==> src/rtl/ram_sdp_sync_clr_if.sv <==
// ----------------------------------------------------------------------------
// ram_sdp_sync_clr_if
//   User-side bus of the simple-dual-port RAM with clear engine.
//
//   Signals:
//     clr_req     master->slave  request a full memory clear
//     busy        slave->master  high while the clear engine owns the array
//     we/waddr/din master->slave write port
//     re/raddr    master->slave  read port
//     dout        slave->master  read data (held between reads)
//     dout_valid  slave->master  one-cycle strobe for new data on dout
//
//   Modports: master (user side), slave (RAM side).
// ----------------------------------------------------------------------------
interface ram_sdp_sync_clr_if #(
    parameter int AWIDTH = 3,
    parameter int DWIDTH = 14
);
    logic              clr_req;
    logic              busy;
    logic              we;
    logic [AWIDTH-1:0] waddr;
    logic [DWIDTH-1:0] din;
    logic              re;
    logic [AWIDTH-1:0] raddr;
    logic [DWIDTH-1:0] dout;
    logic              dout_valid;

    modport master (
        output clr_req, we, waddr, din, re, raddr,
        input  busy, dout, dout_valid
    );

    modport slave (
        input  clr_req, we, waddr, din, re, raddr,
        output busy, dout, dout_valid
    );
endinterface

==> src/rtl/ram_sdp_sync_clr.sv <==
// ----------------------------------------------------------------------------
// ram_sdp_sync_clr
//   Simple-dual-port synchronous-read RAM (one write port, one read port)
//   with a hardware clear engine that writes CLR_VALUE to every word after
//   reset and on request.
//
//   Parameters:
//     AWIDTH    address width, DEPTH = 1 << AWIDTH
//     DWIDTH    data width
//     OUT_REG   0: 1-cycle read latency, 1: extra output register (2 cycles)
//     RD_MODE   same-address read/write: 0 = old data, 1 = new data
//     CLR_VALUE value written to every word during a clear
//
//   Ports:
//     clock     rising-edge clock
//     reset_n   asynchronous active-low reset
//     bus       ram_sdp_sync_clr_if.slave (clr_req, busy, we, waddr, din,
//               re, raddr, dout, dout_valid)
// ----------------------------------------------------------------------------
module ram_sdp_sync_clr #(
    parameter int              AWIDTH    = 3,
    parameter int              DWIDTH    = 14,
    parameter int              OUT_REG   = 0,
    parameter int              RD_MODE   = 0,
    parameter logic [DWIDTH-1:0] CLR_VALUE = '0
) (
    input  logic                clock,
    input  logic                reset_n,
    ram_sdp_sync_clr_if.slave   bus
);

    localparam int unsigned DEPTH = 1 << AWIDTH;

    typedef enum logic {
        ST_CLEAR = 1'b0,
        ST_READY = 1'b1
    } state_t;

    state_t            r_state;
    logic [AWIDTH-1:0] r_clr_addr;
    logic              r_busy;

    logic [DWIDTH-1:0] r_mem [DEPTH];

    logic              w_mem_we;
    logic [AWIDTH-1:0] w_mem_addr;
    logic [DWIDTH-1:0] w_mem_data;
    logic              w_rd_en;
    logic              w_collide;
    logic [DWIDTH-1:0] w_rd_data;

    logic [DWIDTH-1:0] r_s1_data;
    logic              r_s1_valid;

    // Clear/ready FSM; busy is registered alongside the state.
    always_ff @(posedge clock or negedge reset_n) begin
        if (!reset_n) begin
            r_state    <= ST_CLEAR;
            r_clr_addr <= '0;
            r_busy     <= 1'b1;
        end else begin
            case (r_state)
                ST_CLEAR: begin
                    r_clr_addr <= r_clr_addr + AWIDTH'(1);
                    if (&r_clr_addr) begin
                        r_state <= ST_READY;
                        r_busy  <= 1'b0;
                    end
                end
                ST_READY: begin
                    if (bus.clr_req) begin
                        r_state    <= ST_CLEAR;
                        r_clr_addr <= '0;
                        r_busy     <= 1'b1;
                    end
                end
                default: begin
                    r_state <= ST_CLEAR;
                    r_busy  <= 1'b1;
                end
            endcase
        end
    end

    // The clear engine owns the single write port while clearing.
    always_comb begin
        w_mem_we   = 1'b0;
        w_mem_addr = bus.waddr;
        w_mem_data = bus.din;
        if (r_state == ST_CLEAR) begin
            w_mem_we   = 1'b1;
            w_mem_addr = r_clr_addr;
            w_mem_data = CLR_VALUE;
        end else if (bus.we) begin
            w_mem_we   = 1'b1;
        end
    end

    always_ff @(posedge clock) begin
        if (w_mem_we) begin
            r_mem[w_mem_addr] <= w_mem_data;
        end
    end

    assign w_rd_en   = (r_state == ST_READY) && bus.re;
    assign w_collide = (r_state == ST_READY) && bus.we && (bus.waddr == bus.raddr);
    // Array read returns pre-edge contents; write-first bypasses din instead.
    assign w_rd_data = ((RD_MODE != 0) && w_collide) ? bus.din : r_mem[bus.raddr];

    always_ff @(posedge clock or negedge reset_n) begin
        if (!reset_n) begin
            r_s1_data  <= '0;
            r_s1_valid <= 1'b0;
        end else begin
            r_s1_valid <= w_rd_en;
            if (w_rd_en) begin
                r_s1_data <= w_rd_data;
            end
        end
    end

    generate
        if (OUT_REG != 0) begin : g_out_reg
            logic [DWIDTH-1:0] r_s2_data;
            logic              r_s2_valid;

            always_ff @(posedge clock or negedge reset_n) begin
                if (!reset_n) begin
                    r_s2_data  <= '0;
                    r_s2_valid <= 1'b0;
                end else begin
                    r_s2_valid <= r_s1_valid;
                    if (r_s1_valid) begin
                        r_s2_data <= r_s1_data;
                    end
                end
            end

            assign bus.dout       = r_s2_data;
            assign bus.dout_valid = r_s2_valid;
        end else begin : g_no_out_reg
            assign bus.dout       = r_s1_data;
            assign bus.dout_valid = r_s1_valid;
        end
    endgenerate

    assign bus.busy = r_busy;

endmodule

==> src/flat_wrapper.sv <==
// flat-port wrapper written by rule: the top's interface ports become plain ports
module ram_sdp_sync_clr_flat 
#(
    parameter int              AWIDTH    = 3,
    parameter int              DWIDTH    = 14,
    parameter int              OUT_REG   = 0,
    parameter int              RD_MODE   = 0,
    parameter logic [DWIDTH-1:0] CLR_VALUE = '0
)
  (clock, reset_n, bus_clr_req, bus_we, bus_waddr, bus_din, bus_re, bus_raddr, bus_busy, bus_dout, bus_dout_valid);
  ram_sdp_sync_clr_if #(.AWIDTH(AWIDTH), .DWIDTH(DWIDTH)) bus_i ();
  input  logic clock;
  input  logic reset_n;
  input wire logic [$bits(bus_i.clr_req)-1:0] bus_clr_req;
  input wire logic [$bits(bus_i.we)-1:0] bus_we;
  input wire logic [$bits(bus_i.waddr)-1:0] bus_waddr;
  input wire logic [$bits(bus_i.din)-1:0] bus_din;
  input wire logic [$bits(bus_i.re)-1:0] bus_re;
  input wire logic [$bits(bus_i.raddr)-1:0] bus_raddr;
  output wire logic [$bits(bus_i.busy)-1:0] bus_busy;
  output wire logic [$bits(bus_i.dout)-1:0] bus_dout;
  output wire logic [$bits(bus_i.dout_valid)-1:0] bus_dout_valid;
  assign bus_i.clr_req = bus_clr_req;
  assign bus_i.we = bus_we;
  assign bus_i.waddr = bus_waddr;
  assign bus_i.din = bus_din;
  assign bus_i.re = bus_re;
  assign bus_i.raddr = bus_raddr;
  assign bus_busy = bus_i.busy;
  assign bus_dout = bus_i.dout;
  assign bus_dout_valid = bus_i.dout_valid;
  ram_sdp_sync_clr #(.AWIDTH(AWIDTH), .DWIDTH(DWIDTH), .OUT_REG(OUT_REG), .RD_MODE(RD_MODE), .CLR_VALUE(CLR_VALUE)) u_core (.clock(clock), .reset_n(reset_n), .bus(bus_i));
endmodule
==> config.mk <==
export PLATFORM = sky130hd
export DESIGN_NAME = ram_sdp_sync_clr_flat
export DESIGN_NICKNAME = d
export VERILOG_FILES = /design/src/rtl/ram_sdp_sync_clr_if.sv /design/src/rtl/ram_sdp_sync_clr.sv /design/src/flat_wrapper.sv
export SDC_FILE = /design/constraint.sdc
export NUM_CORES = 1
export LEC_CHECK = 0
export ABC_AREA = 1
export CAP_MARGIN = 25
export CORE_MARGIN = 2
export CORE_UTILIZATION = 60
export CTS_CLUSTER_SIZE = 16
export DETAILED_ROUTE_END_ITERATION = 8
export GPL_ROUTABILITY_DRIVEN = 0
export PLACE_DENSITY_LB_ADDON = 0.3
export REMOVE_ABC_BUFFERS = 1
export SYNTH_ARGS = -nofsm -noshare
export SYNTH_HDL_FRONTEND = slang
export SYNTH_SLANG_ARGS = --single-unit
==> constraint.sdc <==
create_clock -name clock -period 2.88 [get_ports clock]
set_input_delay 0.576 -clock clock [delete_from_list [all_inputs] [get_ports clock]]
set_output_delay 0.576 -clock clock [all_outputs]
set_load 0.02 [all_outputs]
==> results of run 1 <==
==> metrics by stage <==
| stage | util (%) | instance area [um2] | hold WS (ps) | std cells |
|---|---|---|---|---|
| 2_1_floorplan | - | 5540 | 280 | 541 |
| 3_3_place_gp | 67.2 | 6180 | 464 | 704 |
| 3_5_place_dp | 67.3 | 6190 | 465 | 705 |
| 4_1_cts | 73.7 | 6780 | 424 | 737 |
| 5_1_grt | 73.8 | 6790 | 429 | 739 |
| 6_report | 73.8 | 6790 | 431 | 739 |
==> report_power, final <==
part / internal, mW / switching (mW)
Sequential: 3.01 / 0.240
Combinational: 0.601 / 1.29
Clock: 1.34 / 0.771
Total: 4.95 / 2.30
==> layer usage <==
layer  vias to the layer above  GRT usage, %  wire [um]
met2                       244          41.0       6300
met4                         0          11.3        348
met5                         -             0          0
met1                      1831          38.7       5330
met3                        28          8.28       1500
li1                       1892             -          -
==> critical path, stage by stage, from the launching register on <==
cell,delay (ps)
dfrtp_1,550
inv_2,200
or2_0,120
o21ai_0,130
inv_1,120
nand2_1,70
nor2_1,510
buf_4,290
==> layout make-up <==
class / count / share of cell area [%]
clock buffer: 19 / 6.36
clock inverter: 13 / 2.32
inverter: 106 / 5.86
multi-input combinational: 303 / 18.8
tap: 111 / 2.05
sequential: 132 / 56.9
timing repair buffer: 55 / 7.67
==> cells by family after synthesis <==
family	Yosys count
adders and majority gates	2
and+or+nand+nor	295
DFF	132
AOI/OAI and AO/OA	6
buffers and inverters	129
==> sequential cells by signal, indices dropped and copies added (netlist names) <==
name	count
u_core.r_state	1
u_core.r_mem	112
u_core.bus.busy	1
u_core.r_clr_addr	3
u_core.bus.dout	14
u_core.bus.dout_valid	1
==> cells in the final DEF, fill, tap and decap left out, types with 2 or more instances in the layout <==
cell type / netlist / routed
nand3_1: 87 / 87
inv_1: 103 / 103
edfxtp_1: 112 / 112
nand2_1: 194 / 194
or2_0: 2 / 2
dfrtp_1: 19 / 19
inv_2: 3 / 3
clkdlybuf4s50_1: 0 / 39
ha_1: 2 / 2
clkbuf_16: 0 / 16
buf_4: 7 / 14
o21ai_0: 6 / 6
nor2_1: 11 / 11
clkinv_4: 0 / 2
clkinv_2: 0 / 3
bufinv_16: 0 / 3
clkbuf_8: 0 / 2
clkinvlp_4: 0 / 3
==> worst max path at each step <==
stage                   start             endpoint  slack, ps  cells after the start
2_1_floorplan  u_core.r_state   u_core.r_mem[0][0]        690                      5
3_3_place_gp     bus_waddr[1]  u_core.r_mem[6][13]        210                      6
3_5_place_dp     bus_waddr[1]  u_core.r_mem[4][11]        230                      5
4_1_cts        u_core.r_state   u_core.r_mem[4][1]        440                      5
5_1_grt        u_core.r_state   u_core.r_mem[6][0]        400                      7
6_report       u_core.r_state  u_core.r_mem[6][12]        600                      7
==> results by group, run 1 <==
Run status
  – Status: finished, final reports clean

Logic synthesis
  – Synth top cells by count: nand2_1, edfxtp_1, inv_1
  – FFs w/ async S/R, synth: 15.2%
  – Mapped Cells: 564
  – Synth Cell Area: 5670 um2
  – Post-synthesis adder-cell area fraction: 0.442%
  – Synth top area cells: edfxtp_1, nand2_1, dfrtp_1
  – Register bit count reported by yosys: 132
  – Mux contribution to synthesized area: 0%
  – Synth warn: 0
  – Most common cell in the netlist: nand2_1
  – Synth Area in Simple Gates: 21.6%
  – Post-synthesis xor/xnor area fraction: 0%
  – Top-area cell type share of the netlist area: 59.3%
  – Post-synth top area cell: edfxtp_1
  – Register area share after synthesis: 68.2%
  – Synth cell types: 16
  – Top_reg_cell synth: edfxtp_1
  – Synthesized area per cell: 10.0 um2
  – EDFF count, synth: 112
  – Area fraction in compound gates after synthesis: 0.530%
  – Combinational family with the most area after synthesis: simple AND/OR/NAND/NOR gates

Power
  – Leak: 3.12 nW
  – Final Total Pwr: 7.25 mW
  – Pwr dens: 1070 nW/um2
  – VDD IR-drop max: 643 uV

Drt
  – DR pass1 iterations: 5
  – Vias: 3995
  – Drt wl/cell: 18.2 um
  – Number of remaining DRC errors: 0
  – Routed WL: 13.5 mm
  – Post-DRT Antenna Nets: 0
  – Drt via density: 5.41
  – Starting DRT DRC Count: 435

Layout
  – Reg area: 3860 um2
  – Synthesis-to-layout area growth: 19.8%
  – Fillers: 572
  – # diodes: 0
  – Final Net Count: 642
  – Layout cells sized above 1: 8.12%
  – Area of the multi-input gates: 1280 um2

GRT
  – Total global routing overflow: 0
  – First-pass GRT wire length: 20.1 mm
  – Antenna violations before repair: 0
  – Vias in the first global route: 3737
  – Largest net degree at the start of global routing: 57
  – Tot GR Track Use: 27.6%

Clocking
  – # H-tree levels: 4
  – Clock Sinks: 132
  – TritonCTS clock tree: yes
  – Clock transition at path regs: 60 ps
  – Cts repair resizes: 0
  – Clock Path Buffers: 2
  – # Post-CTS Setup Buffers: 0
  – CTS Buf Count: 17
  – Cts hold-fix bufs: 0
  – Clk Latency, worst-skew pair: 520 ps
  – Clock Tree Root: clkbuf_8

Floorplan
  – Initial Util: 61.6%
  – Die Width: 101 um
  – IO Pins: 41
  – DIE AREA: 10200 um2
  – Core ar.: 9200 um2
  – Die Ht: 101 um
  – Num rows: 35

Timing
  – Max Freq: 0.439 GHz
  – Endpoints failing hold: 0
  – Clk_skew: 6.18 ps
  – Final period util: 79.1%
  – RSZ-0062 raised after global routing: no
  – Fin Setup TNS: 0 ps
  – Endpoints failing setup: 0
  – Final Max Tran Viols: 0
  – Period minus WS final: 2280 ps
  – Worst slew margin: 56.2%
  – Slew at the pin closest to its max-slew limit: 655 ps
  – Setup WS post-layout: 602 ps

Placement
  – Port Buf Inserts: 40
  – Pre-CTS setup slack: 234 ps
  – Post-DP HPWL: 8.31 mm

Critical path
  – Worst R2R Start: u_core.r_state
  – WP data arrival: 2500 ps
  – WP data required: 3100 ps
  – Crit path launch type: flip-flop
  – Flop2flop setup slack: 600 ps
  – CP Max Fanout: 12
  – Worst r2r dst: u_core.r_mem[6][12]
  – CP Class: reg -> reg
  – Reg2Reg Depth: 7
  – Worst Setup End Kind: flip-flop

Job
  – Max Cap Viol: 0

Hold path
  – Min-delay worst type: in -> async
No activity file was read; power rests on OpenSTA's default activity.
==> inputs of run 2 (changes only) <==
CORE_UTILIZATION = 53   (was 60)
clock period = 2 ns   (was 2.88 ns; I/O delays follow)
==> results by group, run 2 (synthesis results as in run 1) <==
Run status
  – Status: finished, final reports clean (unchanged)

Timing
  – RSZ-0062 raised after global routing: no (unchanged)
  – Worst slew margin: 71.5% (was 56.2%)
  – Setup WS post-layout: 93.5 ps (was 602 ps)
  – Endpoints failing setup: 0 (unchanged)
  – Max Freq: 0.525 GHz
  – Final Max Tran Viols: 0 (unchanged)
  – Clk_skew: 7.04 ps (was 6.18 ps)
  – Endpoints failing hold: 0 (unchanged)
  – Period minus WS final: 1910 ps
  – Final period util: 95.3%
  – Slew at the pin closest to its max-slew limit: 427 ps (was 655 ps)

Drt
  – Starting DRT DRC Count: 470 (was 435)
  – WL met3: 1.27 mm (was 1.50 mm)
  – Vias: 4035 (was 3995)
  – DR pass1 iterations: 6 (was 5)
  – M1 wire length: 5.48 mm (was 5.33 mm)
  – Drt via density: 5.22 (was 5.41)
  – Post-DRT Antenna Nets: 0 (unchanged)
  – Drt wl/cell: 17.1 um (was 18.2 um)
  – Number of remaining DRC errors: 0 (unchanged)
  – Routed WL: 13.2 mm (was 13.5 mm)
  – Highest Signal Layer: met4 (unchanged)
  – WL met2: 6.31 mm (was 6.30 mm)

Floorplan
  – Core ar.: 10400 um2 (was 9200 um2)
  – Die Width: 107 um (was 101 um)
  – Initial Util: 54.7% (was 61.6%)
  – Num rows: 37 (was 35)
  – Die Ht: 107 um (was 101 um)
  – IO Pins: 41 (unchanged)
  – DIE AREA: 11500 um2 (was 10200 um2)

Job
  – Max Cap Viol: 0 (unchanged)

Clocking
  – Clk Latency, worst-skew pair: 520 ps (about the same)
  – # H-tree levels: 4 (unchanged)
  – Clock Path Buffers: 2 (unchanged)
  – Clock Sinks: 132 (unchanged)
  – CTS Buf Count: 17 (unchanged)
  – Clock Tree Root: clkbuf_8 (unchanged)
  – Clock transition at path regs: 60 ps (about the same)
  – # Post-CTS Setup Buffers: 0 (unchanged)
  – TritonCTS clock tree: yes (unchanged)

Layout
  – Commonest non-fill, non-tap cell in the layout: nand2_1 (unchanged)
  – Final core utilization: 67.1% (was 73.8%)
  – Reg area: 3860 um2 (unchanged)
  – # diodes: 0 (unchanged)
  – Final Net Count: 651 (was 642)
  – Area of the multi-input gates: 1280 um2 (unchanged)
  – Fillers: 747 (was 572)
  – Biggest register: u_core.r_mem (unchanged)
  – Max reg flops: 112 (unchanged)
  – Commonest cells after routing, fill and taps aside: nand2_1, edfxtp_1, inv_1 (unchanged)
  – Layout cells sized above 1: 9.42% (was 8.12%)
  – Synthesis-to-layout area growth: 22.7% (was 19.8%)
  – Final cell count without fillers: 773 (was 739)
  – Final design area excluding fillers: 6960 um2 (was 6790 um2)

Critical path
  – CP Class: reg -> out (was reg -> reg)
  – WP data arrival: 1510 ps (was 2500 ps)
  – WP data required: 1600 ps (was 3100 ps)
  – Crit path buffers/inverters: 1 (was 3)
  – Worst-path cell chain: clkdlybuf4s50_1 (was inv_2 -> or2_0 -> o21ai_0 -> inv_1 -> nand2_1 -> nor2_1 -> buf_4)
  – Worst Setup End Kind: output port (was flip-flop)
  – CP max stage cell: clkdlybuf4s50_1 (was dfrtp_1)
  – Crit path launch type: flip-flop (unchanged)
  – CP Max Fanout: 2 (was 12)
  – Max stage delay on crit path: 630 ps (was 550 ps)
  – Top Family by Delay on Critical Path: buffers and inverters (was simple AND/OR/NAND/NOR gates)

Hold path
  – Min-delay worst type: in -> async (unchanged)

GRT
  – Vias in the first global route: 3901 (was 3737)
  – Tot GR Track Use: 25.0% (was 27.6%)
  – Largest net degree at the start of global routing: 57 (unchanged)
  – Antenna violations before repair: 0 (unchanged)
  – First-pass GRT wire length: 20.7 mm (was 20.1 mm)
  – Total global routing overflow: 0 (unchanged)

Placement
  – Cell Area, Placed: 6320 um2 (was 6190 um2)
  – Port Buf Inserts: 40 (unchanged)
  – Post-DP HPWL: 8.33 mm (was 8.31 mm)
  – Pre-CTS setup slack: 8.97 ps (was 234 ps)
  – Placed Cells: 741 (was 705)

Power
  – Pwr dens: 1560 nW/um2 (was 1070 nW/um2)
  – Final Total Pwr: 10.9 mW (was 7.25 mW)
  – VDD IR-drop max: 776 uV (was 643 uV)
  – Leak: 3.19 nW (was 3.12 nW)
-- run 2: cell type report --
| type | instances | area share (%) |
|---|---|---|
| clock buffer | 19 | 6.06 |
| clock inverter | 13 | 2.99 |
| inverter | 106 | 5.72 |
| multi-input combinational | 303 | 18.4 |
| sequential | 132 | 55.6 |
| tap | 136 | 2.45 |
| timing repair buffer | 64 | 8.85 |
-- run 2: per-layer routing --
metal  track usage, %  vias to the layer above
met5                0                        -
met4             7.05                        0
met3             7.38                       13
met2             39.4                      208
met1             34.1                     1900
li1                 -                     1914
-- run 2: where the power goes --
group	internal (mW)	total, mW	switching (mW)
Clock	2.15	3.29	1.14
Combinational	1.00	2.91	1.90
Sequential	4.34	4.67	0.331
-- run 2: final timing paths --
check | slack, ps | start | depth (start not counted) | to
worst max-delay path | 90 | u_core.bus.dout[2] | 1 | bus_dout[2]
worst min register to register | 480 | u_core.bus.dout[5] | 2 | u_core.bus.dout[5]
worst min-delay path | 240 | reset_n | 2 | u_core.bus.dout[5]
worst max register to register | 220 | u_core.r_state | 6 | u_core.r_mem[3][10]
min in group clock | 480 | u_core.bus.dout[5] | 2 | u_core.bus.dout[5]
max in group asynchronous | 1470 | reset_n | 2 | u_core.bus.busy
-- run 2: stage by stage --
step           hold slack (ps)  setup TNS, ps
3_5_place_dp               467              0
5_1_grt                    238              0
2_1_floorplan              104         -18850
6_report                   237              0
3_3_place_gp               462              0
4_1_cts                    224              0
-- run 2: what timing repair did --
action | 4_1_cts | 5_1_grt
endpoints found under the setup margin | 1 | 25
hold buffers | 0 | 0
resized for setup | 1 | 2
endpoints found under the hold margin | 0 | 0
